`src/rtl/decode_ctrl_pkg.sv`:
```
// Shared decode definitions: RV32I opcodes, immediate selects, ALU ops, ID/EX control bundle.
package decode_ctrl_pkg;

    localparam logic [6:0] OPC_LOAD   = 7'b0000011;
    localparam logic [6:0] OPC_OPIMM  = 7'b0010011;
    localparam logic [6:0] OPC_AUIPC  = 7'b0010111;
    localparam logic [6:0] OPC_STORE  = 7'b0100011;
    localparam logic [6:0] OPC_OP     = 7'b0110011;
    localparam logic [6:0] OPC_LUI    = 7'b0110111;
    localparam logic [6:0] OPC_BRANCH = 7'b1100011;
    localparam logic [6:0] OPC_JALR   = 7'b1100111;
    localparam logic [6:0] OPC_JAL    = 7'b1101111;

    localparam logic [2:0] IMM_I  = 3'b000;
    localparam logic [2:0] IMM_S  = 3'b001;
    localparam logic [2:0] IMM_B  = 3'b010;
    localparam logic [2:0] IMM_J  = 3'b011;
    localparam logic [2:0] IMM_U  = 3'b100;
    localparam logic [2:0] IMM_SH = 3'b101;

    typedef enum logic [3:0] {
        ALU_ADD   = 4'd0,
        ALU_SUB   = 4'd1,
        ALU_SLL   = 4'd2,
        ALU_SLT   = 4'd3,
        ALU_SLTU  = 4'd4,
        ALU_XOR   = 4'd5,
        ALU_SRL   = 4'd6,
        ALU_SRA   = 4'd7,
        ALU_OR    = 4'd8,
        ALU_AND   = 4'd9,
        ALU_PASSB = 4'd10
    } alu_op_e;

    typedef struct packed {
        logic       vld;
        logic       rd_wren;
        logic       mem_rd;
        logic       mem_wren;
        logic       br;
        logic       jmp;
        logic       opa_pc;
        logic       opb_imm;
        alu_op_e    alu_op;
        logic [4:0] rd;
        logic       illegal;
    } idex_ctrl_t;

    // Register-register ops use funct7[5] to select SUB; immediate ops never subtract.
    function automatic alu_op_e alu_dec(input logic [2:0] funct3, input logic b30,
                                        input logic allow_sub);
        case (funct3)
            3'b000:  alu_dec = (allow_sub && b30) ? ALU_SUB : ALU_ADD;
            3'b001:  alu_dec = ALU_SLL;
            3'b010:  alu_dec = ALU_SLT;
            3'b011:  alu_dec = ALU_SLTU;
            3'b100:  alu_dec = ALU_XOR;
            3'b101:  alu_dec = b30 ? ALU_SRA : ALU_SRL;
            3'b110:  alu_dec = ALU_OR;
            default: alu_dec = ALU_AND;
        endcase
    endfunction

endpackage

```
`src/rtl/decode_ctrl_hazard_detect.sv`:
```
// Load-use hazard detection; purely combinational.
module hazard_detect
    import decode_ctrl_pkg::*;
(
    input  logic [6:0] opcode,
    input  logic [4:0] rs1,
    input  logic [4:0] rs2,
    input  logic       instr_vld,
    input  logic       flush,
    input  logic       ex_vld,
    input  logic       ex_mem_rd,
    input  logic [4:0] ex_rd,
    output logic       stall
);

    logic rs1_used;
    logic rs2_used;
    logic load_use;

    // Source-register usage by opcode, then match against the load in EX.
    always_comb begin
        rs1_used = !(opcode == OPC_LUI || opcode == OPC_AUIPC || opcode == OPC_JAL);
        rs2_used = (opcode == OPC_OP || opcode == OPC_STORE || opcode == OPC_BRANCH);
        load_use = instr_vld && ex_vld && ex_mem_rd && (ex_rd != 5'd0) &&
                   ((rs1_used && (rs1 == ex_rd)) || (rs2_used && (rs2 == ex_rd)));
        // A taken branch kills the dependent instruction anyway, so no stall.
        stall    = load_use && !flush;
    end

endmodule

```
`src/rtl/decode_ctrl.sv`:
```
// Instruction decode, ID/EX control register and stall/flush event counters.
module decode_ctrl
    import decode_ctrl_pkg::*;
#(
    parameter int CNT_W = 16
) (
    input  logic             i_clk,
    input  logic             i_rst_n,
    input  logic [31:0]      i_instr,
    input  logic             i_instr_vld,
    input  logic             i_flush,
    output logic [2:0]       o_imm_sel,
    output logic             o_stall,
    output logic             o_flush_ifid,
    output logic             o_ex_vld,
    output logic             o_ex_rd_wren,
    output logic             o_ex_mem_rd,
    output logic             o_ex_mem_wren,
    output logic             o_ex_br,
    output logic             o_ex_jmp,
    output logic             o_ex_opa_pc,
    output logic             o_ex_opb_imm,
    output logic [3:0]       o_ex_alu_op,
    output logic [4:0]       o_ex_rd,
    output logic             o_illegal,
    output logic [CNT_W-1:0] o_stall_cnt,
    output logic [CNT_W-1:0] o_flush_cnt
);

    logic [6:0] opcode;
    logic [2:0] funct3;
    idex_ctrl_t dec;
    idex_ctrl_t ex;
    logic       unused_instr;

    assign opcode       = i_instr[6:0];
    assign funct3       = i_instr[14:12];
    assign unused_instr = ^{i_instr[31], i_instr[29:25]};

    hazard_detect u_hazard (
        .opcode    (opcode),
        .rs1       (i_instr[19:15]),
        .rs2       (i_instr[24:20]),
        .instr_vld (i_instr_vld),
        .flush     (i_flush),
        .ex_vld    (ex.vld),
        .ex_mem_rd (ex.mem_rd),
        .ex_rd     (ex.rd),
        .stall     (o_stall)
    );

    assign o_flush_ifid = i_flush;

    // Decode opcode into immediate select and the control bundle for EX.
    always_comb begin
        dec       = '0;
        o_imm_sel = IMM_I;
        dec.vld   = 1'b1;
        dec.rd    = i_instr[11:7];
        case (opcode)
            OPC_LOAD: begin
                dec.rd_wren = 1'b1; dec.mem_rd = 1'b1; dec.opb_imm = 1'b1;
            end
            OPC_OPIMM: begin
                dec.rd_wren = 1'b1; dec.opb_imm = 1'b1;
                dec.alu_op  = alu_dec(funct3, i_instr[30], 1'b0);
                if (funct3 == 3'b001 || funct3 == 3'b101) o_imm_sel = IMM_SH;
            end
            OPC_OP: begin
                dec.rd_wren = 1'b1;
                dec.alu_op  = alu_dec(funct3, i_instr[30], 1'b1);
            end
            OPC_STORE: begin
                dec.mem_wren = 1'b1; dec.opb_imm = 1'b1; o_imm_sel = IMM_S;
            end
            OPC_BRANCH: begin
                dec.br = 1'b1; dec.alu_op = ALU_SUB; o_imm_sel = IMM_B;
            end
            OPC_JAL: begin
                dec.rd_wren = 1'b1; dec.jmp = 1'b1; dec.opa_pc = 1'b1;
                dec.opb_imm = 1'b1; o_imm_sel = IMM_J;
            end
            OPC_JALR: begin
                dec.rd_wren = 1'b1; dec.jmp = 1'b1; dec.opb_imm = 1'b1;
            end
            OPC_LUI: begin
                dec.rd_wren = 1'b1; dec.opb_imm = 1'b1; dec.alu_op = ALU_PASSB;
                o_imm_sel = IMM_U;
            end
            OPC_AUIPC: begin
                dec.rd_wren = 1'b1; dec.opa_pc = 1'b1; dec.opb_imm = 1'b1;
                o_imm_sel = IMM_U;
            end
            default: dec.illegal = 1'b1;
        endcase
        // x0 writes are dropped; rd is only carried when it will be written.
        if (dec.rd == 5'd0) dec.rd_wren = 1'b0;
        if (!dec.rd_wren)   dec.rd      = 5'd0;
    end

    // ID/EX register: bubble on flush, stall or empty IF/ID.
    always_ff @(posedge i_clk or negedge i_rst_n) begin
        if (!i_rst_n)                                ex <= '0;
        else if (i_flush || o_stall || !i_instr_vld) ex <= '0;
        else                                         ex <= dec;
    end

    // Saturating stall/flush event counters.
    always_ff @(posedge i_clk or negedge i_rst_n) begin
        if (!i_rst_n) begin
            o_stall_cnt <= '0;
            o_flush_cnt <= '0;
        end else begin
            if (o_stall && !(&o_stall_cnt)) o_stall_cnt <= o_stall_cnt + CNT_W'(1);
            if (i_flush && !(&o_flush_cnt)) o_flush_cnt <= o_flush_cnt + CNT_W'(1);
        end
    end

    assign o_ex_vld      = ex.vld;
    assign o_ex_rd_wren  = ex.rd_wren;
    assign o_ex_mem_rd   = ex.mem_rd;
    assign o_ex_mem_wren = ex.mem_wren;
    assign o_ex_br       = ex.br;
    assign o_ex_jmp      = ex.jmp;
    assign o_ex_opa_pc   = ex.opa_pc;
    assign o_ex_opb_imm  = ex.opb_imm;
    assign o_ex_alu_op   = ex.alu_op;
    assign o_ex_rd       = ex.rd;
    assign o_illegal     = ex.illegal;

endmodule
```
`config.mk`:
```
export PLATFORM = sky130hd
export DESIGN_NAME = decode_ctrl
export DESIGN_NICKNAME = d
export VERILOG_FILES = /design/src/rtl/decode_ctrl_pkg.sv /design/src/rtl/decode_ctrl_hazard_detect.sv /design/src/rtl/decode_ctrl.sv
export SDC_FILE = /design/constraint.sdc
export NUM_CORES = 1
export LEC_CHECK = 0
export BUFFER_PORTS_ARGS = -buffer_cell sky130_fd_sc_hd__buf_2
export CELL_PAD_IN_SITES_DETAIL_PLACEMENT = 0
export CELL_PAD_IN_SITES_GLOBAL_PLACEMENT = 1
export CORE_MARGIN = 2
export CORE_UTILIZATION = 40
export CTS_BUF_LIST = sky130_fd_sc_hd__clkbuf_16
export DETAILED_ROUTE_END_ITERATION = 6
export HOLD_SLACK_MARGIN = 0.08
export PLACE_DENSITY = 0.9
export SYNTH_ARGS = -nofsm -noshare
export SYNTH_HDL_FRONTEND = slang
export SYNTH_SLANG_ARGS = --single-unit
```
`constraint.sdc`:
```
create_clock -name i_clk -period 5.87 [get_ports i_clk]
set_input_delay 0 -clock i_clk [delete_from_list [all_inputs] [get_ports i_clk]]
set_output_delay 0 -clock i_clk [all_outputs]
set_load 0.05 [all_outputs]
```
# Yosys cells after proc, flatten, opt, wreduce, memory -nomap -nowiden
# Index checks and enable logic that the tools add are counted.
# W data, S select, Z words.
classes:
  addsub: 2
  n_eq_ne: 17
  n_mux: 18
  reduce_logical: 33
op_table:
  columns: ["cell", "n"]
  rows:
  - ["$pmux W4 S7", 2]
  - ["$add A16 B1 Y16 const B", 2]
  - ["$reduce_and A16 Y1", 2]
  - ["$eq A7 B6 Y1 const B", 3]
  - ["$eq A7 B7 Y1 const B", 3]
  - ["$mux W18", 1]
  - ["$pmux W4 S4", 1]
  - ["$pmux W3 S5", 1]
  - ["$eq A7 B5 Y1 const B", 2]
  - ["$reduce_or A7 Y1", 2]
  - ["$mux W1", 11]
  - ["$eq A5 B5 Y1", 2]
  - ["$eq A3 B3 Y1 const B", 3]
  - ["$logic_and A1 B1 Y1", 9]
  - ["$reduce_or A9 Y1", 1]
  - ["$logic_or A1 B1 Y1", 8]
  - ["$eq A7 B2 Y1 const B", 1]
  - ["$eq A3 B2 Y1 const B", 2]
  - ["$reduce_or A2 Y1", 3]
  - ["$logic_not A1 Y1", 5]
  - ["$logic_not A5 Y1", 1]
  - ["$mux W5", 1]
  - ["$reduce_bool A5 Y1", 1]
  - ["$eq A3 B1 Y1 const B", 1]
  - ["other kinds (2)", 2]
word_totals:
  register_bits: 50
  out_inout_bits: 55
  wordCells: 83

# Logic depth before layout (Yosys ltp)
# Gate-level depths: netlist (run 1).
depth:
  depth_word: 11
  depth_mapped: 8

# By module
# From an unflattened synthesis (run 1), not the netlist that was laid out.
unflattened:
  cells_unflattened: 246
  area_unflattened_um2: 2555.0
modules_own_cells:
  columns: ["mod", "instances", "cells_each", "area_per_inst_um2", "seq_area_each_um2"]
  rows:
  - ["decode_ctrl", 1, 222, 2374.8, 1251.2]
  - ["hazard_detect", 1, 24, 180.2, 0.0]

# Worst setup path before layout (run 1)
# OpenSTA, ideal clock, no wires.
synth_timing:
  path_kind: "reg2reg"
  from: "register ex (netlist bit o_ex_rd[0])"
  to: "register o_stall_cnt[1]"
  setup_time_ns: 0.125
  arrival_ns: 2.255
  required_time_ns: 5.745
  slack_ns: 3.490
  path_stages_with_launch: 7
  path_buffers: 0
  synth_period_minus_slack_ns: 2.380
  path_cell_list: "dfrtp_1 -> or4_1 -> o2111ai_1 -> nor4_1 -> a21oi_2 -> or2_1 -> mux2_4"
synth_via:
  elab_chain_cells: 6
synth_lines:
  columns: ["element", "line_no", "rtl"]
  rows:
  - ["start, declared", "decode_ctrl.sv:33", "idex_ctrl_t ex;"]
  - ["start signal, assigned", "decode_ctrl.sv:103", "if (!i_rst_n) ex <= '0;"]
  - ["start signal, assigned", "decode_ctrl.sv:104", "else if (i_flush || o_stall || !i_instr_vld) ex <= '0;"]
  - ["start signal, assigned", "decode_ctrl.sv:105", "else ex <= dec;"]
  - ["$eq A5 B5 Y1", "decode_ctrl_hazard_detect.sv:25", "((rs1_used && (rs1 == ex_rd)) || (rs2_used && (rs2 == ex_rd)));"]
  - ["$logic_and A1 B1 Y1", "decode_ctrl_hazard_detect.sv:25", null]
  - ["$logic_or A1 B1 Y1", "decode_ctrl_hazard_detect.sv:25", null]
  - ["$logic_and A1 B1 Y1 *", "decode_ctrl_hazard_detect.sv:24", "load_use = instr_vld && ex_vld && ex_mem_rd && (ex_rd != 5'd0) &&"]
  - ["$logic_and A1 B1 Y1 *", "decode_ctrl_hazard_detect.sv:27", "stall = load_use && !flush;"]
  - ["$logic_and A1 B1 Y1 *", "decode_ctrl.sv:114", "if (o_stall && !(&o_stall_cnt)) o_stall_cnt <= o_stall_cnt + CNT_W'(1);"]
  - ["end signal, assigned", "decode_ctrl.sv:114", null]
  - ["end, declared", "decode_ctrl.sv:26", "output logic [CNT_W-1:0] o_stall_cnt,"]
# Every way passes the cells marked *; elsewhere a longest branch is shown, timed or not.
# A chain may end at the register's enable or synchronous reset.

# Worst setup path after layout (run 1)
layout_timing:
  from: "input port i_instr[6]"
  to: "register ex (netlist bit o_ex_mem_rd)"
layout_via:
  elab_chain_cells: 11
layout_lines:
  columns: ["element", "line_no", "rtl"]
  rows:
  - ["start, declared", "decode_ctrl.sv:9", "input logic [31:0] i_instr,"]
  - ["$eq A7 B6 Y1 or $eq A7 B5 Y1 (tied branches)", "decode_ctrl_hazard_detect.sv:22", "rs1_used = !(opcode == OPC_LUI || opcode == OPC_AUIPC || opcode == OPC_JAL);"]
  - ["$logic_or A1 B1 Y1 (2 in a row)", "decode_ctrl_hazard_detect.sv:22", null]
  - ["$logic_not A1 Y1", "decode_ctrl_hazard_detect.sv:22", null]
  - ["$logic_and A1 B1 Y1", "decode_ctrl_hazard_detect.sv:25", null]
  - ["$logic_or A1 B1 Y1", "decode_ctrl_hazard_detect.sv:25", null]
  - ["$logic_and A1 B1 Y1", "decode_ctrl_hazard_detect.sv:24", null]
  - ["$logic_and A1 B1 Y1", "decode_ctrl_hazard_detect.sv:27", null]
  - ["$logic_or A1 B1 Y1 (2 in a row)", "decode_ctrl.sv:104", null]
  - ["$mux W18 *", "decode_ctrl.sv:104", null]
# Marks and branches as above.

==> results of run 1 <==
## logic make-up (layout without fill, tap and decap cells)
logic type | count (synthesis) | in the layout | synth area share
compound gates | 27 | 27 | 0.0793
fa+ha+maj | 2 | 2 | 0.00985
simple gates | 124 | 124 | 0.261
buf+inv | 14 | 119 | 0.0261
mux | 3 | 3 | 0.0143
xor+xnor | 34 | 34 | 0.117
flops | 50 | 50 | 0.493
## area by class of cell
type | count | area (um^2)
Timing Repair Buffer | 105 | 628
Inverter | 7 | 26.3
Tap cell | 77 | 96.3
Fill cell | 590 | 2860
Clock buffer | 5 | 125
Sequential cell | 50 | 1250
Multi-Input combinational cell | 190 | 1220
Clock inverter | 2 | 33.8
## worst max-delay path: cells and delay by family
kind / cells / cell delay [ns]
AOI/OAI and AO/OA: 2 / 0.60
buffers and inverters: 3 / 1.28
and+or+nand+nor: 4 / 1.30
## per-layer routing
layer / vias up / GRT usage / routed length, um
li1: 1117 / - / -
met1: 1061 / 0.239 / 2730
met2: 61 / 0.296 / 2850
met3: 4 / 0.0396 / 310
met4: 0 / 0.0557 / 63
met5: - / 0 / 0
## report_power, final
group | switching, mW | internal [mW]
clock | 0.118 | 0.197
sequential | 0.0354 | 0.370
combinational | 0.146 | 0.0620
total | 0.300 | 0.629
## stage by stage
stage | worst slack, ns | cell area, um^2 | total power, mW | hold WS (ns) | utilization
after global placement | 3.21 | 3020 | 0.610 | 0.224 | 0.485
after global routing | 2.65 | 3380 | 0.975 | 0.137 | 0.542
after CTS | 2.90 | 3380 | 0.939 | 0.0907 | 0.542
final | 2.89 | 3380 | 0.929 | 0.114 | 0.542
after detailed placement | 3.20 | 3020 | 0.612 | 0.226 | 0.485
after floorplan | 3.49 | 2540 | 0.550 | -0.296 | -
## worst paths after layout
path | start | end | slack, ns
setup reg to reg | o_ex_rd[1] | o_ex_mem_rd | 3.14
hold / removal | i_instr[13] | o_ex_alu_op[2] | 0.11
hold reg to reg | o_stall_cnt[8] | o_stall_cnt[8] | 0.48
max in group asynchronous | i_rst_n | o_ex_alu_op[2] | 4.69
min in group asynchronous | i_rst_n | o_illegal | 0.47
setup / recovery | i_instr[6] | o_ex_mem_rd | 2.89
## flip-flops by register name, summed over array words and instances, names as in the netlist
signal / count
o_ex_opa_pc: 1
o_stall_cnt: 16
o_flush_cnt: 16
o_ex_rd: 5
o_ex_alu_op: 4
o_ex_jmp: 1
o_ex_rd_wren: 1
o_ex_mem_rd: 1
o_ex_mem_wren: 1
o_ex_br: 1
o_ex_opb_imm: 1
o_ex_vld: 1
o_illegal: 1
## cell usage in the layout, fill, tap and decap left out, types with 4 or more instances in the layout
master         instances
nand4_1               13
nor2_1                21
inv_1                  7
nor2b_1                5
nand2_1               24
dfrtp_1               50
xnor2_1               18
a21oi_1                8
clkbuf_16              5
nand3_1               13
nor3_1                17
o21ai_0                5
and3_1                 4
dlygate4sd3_1         20
xor2_1                16
buf_2                 84
nor4_1                 5
==> results.toml, run 1 <==
[global_route]
grt_util_all_layers = 0.180
grt_pass1_vias = 2245
grt_start_max_net_pins = 51
globalRouteOverflowTotal = 0
first_pass_grt_wire_length_um = 10500
number_of_antenna_violations_at_the_first_check_in_global_routing = 0

[timing]
tightestPinTransition_ns = 1.11
final_max_slew_viol_count = 0
fin_tns_setup_ns = 0
unrepaired_setup_endpoints_after_global_routing = "no"
timing.fmax_mhz = 336
setup-violations-final = 0
final.setup_skew_ns = 0.00867
finalHoldViolCount = 0
final.period_utilization = 0.507
period_minus_slack_ns = 2.98
slew-limit-headroom = 0.260

[yosys]
synth_largest_type_area_fraction = 0.493
synth.cell_area_mm2 = 0.00254
dominantRegCellSynth = "dfrtp_1"
netlist.top_cell.by_area = "dfrtp_1"
ys_ff_latch = 50
synth_most_common_cell = "dfrtp_1"
syn_avg_cell_area_um2 = 10.0
number_of_distinct_library_cells_after_synthesis = 48
post_synth_most_frequent_cells = "dfrtp_1, nand2_1, nor2_1"
synth-async-reset-ratio = 1.00
synth_warnings = 0
synth.yosys.seq_area_share = 0.493
synth_enable_flop_cells = 0
synth_area_leaders = "dfrtp_1, xnor2_1, xor2_1, nand2_1, nor3_1"
synthCells = 254
synth_fp_nets = 292

[drt]
drt-initial-drc-count = 113
routed-via-count = 2243
finalWirelength_um = 5950
antenna_violating_nets_post_route = 0
post_drt_via_cell_ratio = 5.14
drcViolationCount = 0
detail_route.wl_per_cell_um = 13.6
drt_pre_antenna_iters = 5

[worst_setup_path]
setup_crit_end_kind = "flop"
cp_data_arrival_time_ns = 3.20
critPathMaxFanout = 18
crit_path_frequent_cell = "dlygate4sd3_1"
critical_path.cell_chain = "dlygate4sd3_1 > buf_2 > nand2b_1 > nor3_1 > nor2_1 > a31oi_1 > o211ai_2 > nor4_1 > dlygate4sd3_1"
max_stage_delay_ns = 0.68
critPathLaunchType = "input port"
critPathRequiredTime_ns = 6.09
worst-r2r-cell-count = 7
timing_worst_setup_path_type = "in2reg"
cp_slowest_cell = "nor3_1"

[floorplanning]
die-height_um = 83.7
die-area_mm2 = 0.00700
die_width_um = 83.7
number_of_i_o_pins = 91
initial_core_util = 0.407
standard_cell_core_area_mm2 = 0.00624
row_count = 29

[clocking]
clockRootBuffer = "clkbuf_16"
clk-insertion-delay-late_ns = 0.28
htree_levels = 2
clk_transition_reported_paths_ns = 0.06
cts_setup_buffers = 0
cts-root-to-sink-buffers = 2
cts_hold_buf = 20
tritoncts = "built"
cts_sinks = 50
post_cts.resized_instances = 0
total_cts_buffers = 5

[power_and_ir_drop]
max-vdd-ir-drop_mv = 0.313
powerDensity_mw_per_mm2 = 275
power_leakage_nw = 1.72

[layout]
num-nets-final = 397
areaGrowthSynthToFinish_pct = 33.2
layout_cell_share_with_drive_strength_beyond_1 = 0.273
antenna_cells_inserted = 0
finalNonFillerCells = 436

[placement]
hpwlAfterDp_um = 4230
placedCellCount = 409
gp_congestion = 0.823
io_buffers = 84

[worst_hold_path]
timing.hold.worst.class = "in2reg"
hold_depth = 4

[run]
cap_viol_max_count = 0

[run_status]
status = "finished clean"
Note: power is estimated with default switching activity, not from simulation.
==> run 2, diff against run 1 <==
- ABC_AREA: not set -> 1
- CORE_UTILIZATION: 40 -> 34
- PLACE_DENSITY: 0.9 -> 0.82
- clock period: 5.87 -> 2.6 ns (I/O delays scaled with it)
==> run 2 against run 1 <==
  * Area after synthesis up 19%
  * Cell area up 11%
  * Sequential share of layout area down 3.6 points
  * First-iteration DRC count down 17%
  * Cell count up 33%
  * Flip-flop and latch count unchanged
  * Routed wire length up 21%
  * Total power up 130%
  * Global-route usage down 2.4 points
  * Highest routed layer unchanged
  * Die area up 37%
==> results.toml, run 2 <==
[yosys]
synthXorXnorAreaFrac = 0.0960
synth_most_common_cell = "nand2_1"
synthCells = 377
netlist.top_cell.by_area = "dfrtp_1"
number_of_distinct_library_cells_after_synthesis = 33
synth-async-reset-ratio = 1.00
syn_avg_cell_area_um2 = 7.99
synth_largest_type_area_fraction = 0.416
ys_ff_latch = 50
post_synth_most_frequent_cells = "nand2_1, dfrtp_1, nor2_1"
synth_enable_flop_cells = 0
post_synth_fa_ha_maj_area_fraction = 0.00831
post_synthesis_compound_gate_area_fraction = 0.0274
synth_warnings = 0
synthMuxAreaShare = 0.00374
dominantRegCellSynth = "dfrtp_1"
area_share_of_and_or_nand_nor_cells_after_synthesis = 0.368
synth.yosys.seq_area_share = 0.416
synth_area_leaders = "dfrtp_1, nand2_1, xor2_1, nor2_1, nand4_1"
synth_top_family_by_area = "simple AND/OR/NAND/NOR gates"
synth.cell_area_mm2 = 0.00301
synth_fp_nets = 415

[worst_setup_path]
cp_top_family = "simple AND/OR/NAND/NOR gates"
setup_crit_end_kind = "flop"
r2r_end = "o_stall_cnt[1]"
regToRegSetupSlack_ns = 0.47
critPathRequiredTime_ns = 2.78
cp_data_arrival_time_ns = 2.31
critPathMaxFanout = 14
timing_worst_setup_path_type = "reg2reg"
reg2reg_from = "o_stall_cnt[0]"
worst-r2r-cell-count = 9
critical_path.cell_chain = "ha_1 > nand2_1 > nor2_1 > nand4_1 > nor2_2 > inv_1 > nand4_2 > nand2_1 > nand2_1"
critPathLaunchType = "flop"
cp_slowest_cell = "dfrtp_1"
crit_buf_inv = 1
crit_path_frequent_cell = "nand2_1"
max_stage_delay_ns = 0.46

[layout]
multiInputGateArea_mm2 = 0.00152
antenna_cells_inserted = 0
fillCellCount = 893
areaGrowthSynthToFinish_pct = 24.6
layout_cell_share_with_drive_strength_beyond_1 = 0.277
postLayoutCellArea_mm2 = 0.00375
layout.cells.most_common = "nand2_1"
commonest_non_fill_non_tap_cells_in_the_layout = "nand2_1, buf_2, dfrtp_1"
num-nets-final = 507
sequential_cell_area_mm2 = 0.00125

[timing]
tightestPinTransition_ns = 0.860
period_minus_slack_ns = 2.13
final.period_utilization = 0.820
slew-limit-headroom = 0.426
setup-violations-final = 0
fin_tns_setup_ns = 0
final_max_slew_viol_count = 0
unrepaired_setup_endpoints_after_global_routing = "no"
finalHoldViolCount = 0
final.setup_skew_ns = 0.00428
timing.fmax_mhz = 469

[global_route]
grt_start_max_net_pins = 38
grt_pass1_vias = 2707
m1_gr_usage = 0.206
use_met2 = 0.269
grt_util_all_layers = 0.157
number_of_antenna_violations_at_the_first_check_in_global_routing = 0
globalRouteOverflowTotal = 0
grt.met3_usage = 0.0251
first_pass_grt_wire_length_um = 12600
grt_most_used_layer = "met2"

[floorplanning]
initial_core_util = 0.349
die-area_mm2 = 0.00962
standard_cell_core_area_mm2 = 0.00864
row_count = 34
die-height_um = 98.1
die_width_um = 98.1
number_of_i_o_pins = 91

[clocking]
cts_hold_buf = 7
htree_levels = 2
total_cts_buffers = 5
cts-root-to-sink-buffers = 2
post_cts.resized_instances = 0
clk-insertion-delay-late_ns = 0.29
cts_sinks = 50
clockRootBuffer = "clkbuf_16"
cts_setup_buffers = 0
clk_transition_reported_paths_ns = 0.07
tritoncts = "built"

[run]
cap_viol_max_count = 0

[drt]
detail_route.wl_per_cell_um = 12.4
antenna_violating_nets_post_route = 0
post_drt_via_cell_ratio = 4.72
routed-via-count = 2727
drt_pre_antenna_iters = 4
finalWirelength_um = 7190
drt-initial-drc-count = 94
drcViolationCount = 0

[placement]
gp_congestion = 0.897
placed_instance_area_mm2 = 0.00352
hpwlAfterDp_um = 5360
io_buffers = 84

[worst_hold_path]
worst_hold_path.endpoint = "o_flush_cnt[2]"
hold_depth = 3
timing.hold.worst.class = "in2reg"
hold_start = "i_flush"

[run_status]
status = "finished clean"

[power_and_ir_drop]
max-vdd-ir-drop_mv = 0.280
powerDensity_mw_per_mm2 = 563
power_leakage_nw = 2.02
run 2: cell count changes after synthesis, moves of 6 or more:
cell     change
nand2_1     +65
inv_1       +35
nor2_1      +26
nand4_1     +14
nor2_4      +10
nor3_1       -9
inv_2        +6
nand2_2      +6
nand3_1      +6
xnor2_1      -6
run 2: metrics by stage:
stage | power, mW | util | worst slack [ns] | hold WS, ns | instances
2_1_floorplan | 1.24 | - | 0.616 | -0.296 | 377
3_3_place_gp | 1.38 | 0.407 | 0.518 | 0.158 | 563
3_5_place_dp | 1.39 | 0.407 | 0.475 | 0.178 | 563
4_1_cts | 2.14 | 0.434 | 0.463 | 0.0921 | 578
5_1_grt | 2.21 | 0.434 | 0.235 | 0.116 | 578
6_report | 2.11 | 0.434 | 0.467 | 0.101 | 578
run 2: logic make-up (layout without fill, tap and decap cells):
kind of cell    Yosys count  after routing
buf+inv                  56            149
flops                    50             50
simple gates            223            223
compound gates           12             12
mux                       1              1
xor+xnor                 33             33
fa+ha+maj                 2              2
run 2: layer usage:
metal	vias to the layer above	routed length [um]
met5	-	0
met4	0	71
met3	7	321
met2	71	3450
met1	1267	3340
li1	1382	-
run 2: area by class of cell:
type | instances | share of cell area
Clock buffer | 5 | 0.0334
Clock inverter | 3 | 0.0100
Inverter | 48 | 0.0480
Multi-Input combinational cell | 271 | 0.404
Sequential cell | 50 | 0.334
Tap cell | 108 | 0.0360
Timing Repair Buffer | 93 | 0.135
run 2: report_power, final:
part	total (mW)	switching, mW	internal, mW
logic	0.475	0.342	0.134
clock network	0.735	0.287	0.448
registers	0.902	0.0686	0.834
total	2.11	0.698	1.41
run 2: worst max-delay path by stage:
| stage | start | to | cells after the start |
|---|---|---|---|
| final | o_stall_cnt[0] | o_stall_cnt[1] | 9 |
| after global routing | o_stall_cnt[0] | o_stall_cnt[1] | 9 |
| after CTS | o_stall_cnt[0] | o_stall_cnt[14] | 9 |
| after detailed placement | o_stall_cnt[0] | o_stall_cnt[14] | 9 |
| after global placement | o_stall_cnt[0] | o_stall_cnt[5] | 9 |
| after floorplan | o_ex_rd[1] | o_stall | 6 |
run 2: tightest hold or removal path: stages:
cell and delay (ns):
buf_2 0.17, nand3_1 0.11, xnor2_1 0.06
==> run 3, diff against run 2 <==
- clock period: 2.6 -> 1.9 ns (I/O delays scaled with it)
==> run 3 against run 2 <==
  * Via count is 0.62% lower
  * Routed wire length rose by 2.1%
  * Utilization rose by 0.52 points
  * Flip-flop and latch count stayed put
  * Clock power up 18%
  * Largest cell class unchanged
  * Highest routed layer unchanged
==> results.toml, run 3 (synthesis results as in run 2) <==
[timing]
unrepaired_setup_endpoints_after_global_routing = "no"
tightestPinTransition_ns = 0.468
slew-limit-headroom = 0.687
setup_slack_ns = 0.147
setup-violations-final = 0
final_max_slew_viol_count = 0
fin_tns_setup_ns = 0
whs_ns = 0.0949
finalHoldViolCount = 0
period_minus_slack_ns = 1.75
final.period_utilization = 0.923
timing.fmax_mhz = 571
final.setup_skew_ns = 0.00596

[placement]
gp_congestion = 0.900
io_buffers = 84
hpwlAfterDp_um = 5480
placedCellCount = 566
dp_worst_setup_slack_ns = 0.101
placed_instance_area_mm2 = 0.00356

[layout]
postLayoutCellArea_mm2 = 0.00379
layout.cells.most_common = "nand2_1"
final_core_utilization = 0.439
layout_cell_share_with_drive_strength_beyond_1 = 0.293
areaGrowthSynthToFinish_pct = 26.1
finalNonFillerCells = 582
commonest_non_fill_non_tap_cells_in_the_layout = "nand2_1, buf_2, dfrtp_1"
antenna_cells_inserted = 0
num-nets-final = 511

[worst_hold_path]
timing.hold.worst.class = "in2reg"

[drt]
drcViolationCount = 0
detail_route.wl_per_cell_um = 12.6
antenna_violating_nets_post_route = 0
post_drt_via_cell_ratio = 4.66
finalWirelength_um = 7340
drt_pre_antenna_iters = 4
drt-initial-drc-count = 66
routed-via-count = 2710

[power_and_ir_drop]
power_switching_mw = 0.950
pwr-share-seq = 0.443
power_leakage_nw = 2.02
internal-power_mw = 1.82
p_total_mw = 2.77
power_frac_comb = 0.245
power.share.switching = 0.343
powerDensity_mw_per_mm2 = 730
max-vdd-ir-drop_mv = 0.449
clock_power_share = 0.313

[floorplanning]
initial_core_util = 0.349
row_count = 34
die_width_um = 98.1
standard_cell_core_area_mm2 = 0.00864
number_of_i_o_pins = 91
die-area_mm2 = 0.00962
die-height_um = 98.1

[worst_setup_path]
regToRegSetupSlack_ns = 0.16
critPathMaxFanout = 5
worst-r2r-cell-count = 9
cp_data_arrival_time_ns = 1.75
r2r_end = "o_flush_cnt[13]"
timing_worst_setup_path_type = "reg2out"
cp-startpoint = "o_ex_rd[1]"
setup_crit_end_kind = "primary output"
reg2reg_from = "o_flush_cnt[0]"
critPathLaunchType = "flop"
critPathRequiredTime_ns = 1.90
worstSetupEndpoint = "o_stall"

[global_route]
grt_pass1_vias = 2659
m1_gr_usage = 0.209
first_pass_grt_wire_length_um = 12700
use_met2 = 0.264
globalRouteOverflowTotal = 0
grt_util_all_layers = 0.159
number_of_antenna_violations_at_the_first_check_in_global_routing = 0
grt_start_max_net_pins = 51
grt.met3_usage = 0.0379
grt_most_used_layer = "met2"

[clocking]
cts_sinks = 50
clk-insertion-delay-late_ns = 0.28
tritoncts = "built"
cts-root-to-sink-buffers = 2
cts_setup_buffers = 0
clockRootBuffer = "clkbuf_16"
htree_levels = 2
clk_transition_reported_paths_ns = 0.07
total_cts_buffers = 5

[run_status]
status = "finished clean"

[run]
cap_viol_max_count = 0
-- run 3: cell types whose count changed in the layout (fill, tap and decap cells not counted), moves of 2 or more --
cell	before	now
buf_4	2	4
dfrtp_1	50	48
dfrtp_2	0	2
inv_1	44	42
nor2_1	47	44
nor2_2	4	7
-- run 3: worst min-delay path by stage --
| stage | from | to | slack (ns) | cells past startpoint |
|---|---|---|---|---|
| after CTS | i_instr[3] | o_ex_opa_pc | 0.08 | 4 |
| final | i_flush | o_flush_cnt[5] | 0.09 | 3 |
| after detailed placement | i_rst_n | o_stall_cnt[14] | 0.02 | 2 |
| after global placement | i_rst_n | o_stall_cnt[12] | 0.01 | 2 |
| after global routing | i_flush | o_flush_cnt[5] | 0.11 | 3 |
| after floorplan | i_rst_n | o_ex_alu_op[0] | -0.30 | 0 |
-- run 3: what timing repair did --
| action | CTS | global route |
|---|---|---|
| setup endpoints to repair | 0 | 16 |
| resized for setup | 0 | 4 |
| hold buffers | 8 | 0 |
| hold endpoints to repair | 57 | 0 |
-- run 3: layout make-up --
| cell class | instances | area [um^2] |
|---|---|---|
| Clock inverter | 3 | 16.3 |
| Tap cell | 108 | 135 |
| Inverter | 48 | 180 |
| Multi-Input combinational cell | 271 | 1530 |
| Fill cell | 905 | 4840 |
| Clock buffer | 5 | 125 |
| Sequential cell | 50 | 1250 |
| Timing Repair Buffer | 97 | 553 |
-- run 3: power by group through the flow --
stage	Combinational (mW)	Sequential, mW	Clock (mW)
CTS	0.686	1.23	0.910
global placement	0.663	1.24	0
global route	0.738	1.24	0.941
detailed placement	0.670	1.25	0
finish	0.678	1.23	0.866
floorplan	0.198	1.50	0
-- run 3: critical path, cell delays in order, from the launching register on --
cell and delay, ns:
dfrtp_1 0.41, or2_1 0.25, a21oi_2 0.19, nand3_4 0.12, nand2_4 0.12, nand2_4 0.07
nor2_2 0.08, clkbuf_4 0.23
-- run 3: routing by layer --
layer / routed length [um] / up-vias
li1: - / 1389
met1: 3330 / 1244
met2: 3500 / 67
met3: 396 / 10
met4: 117 / 0
met5: 0 / -
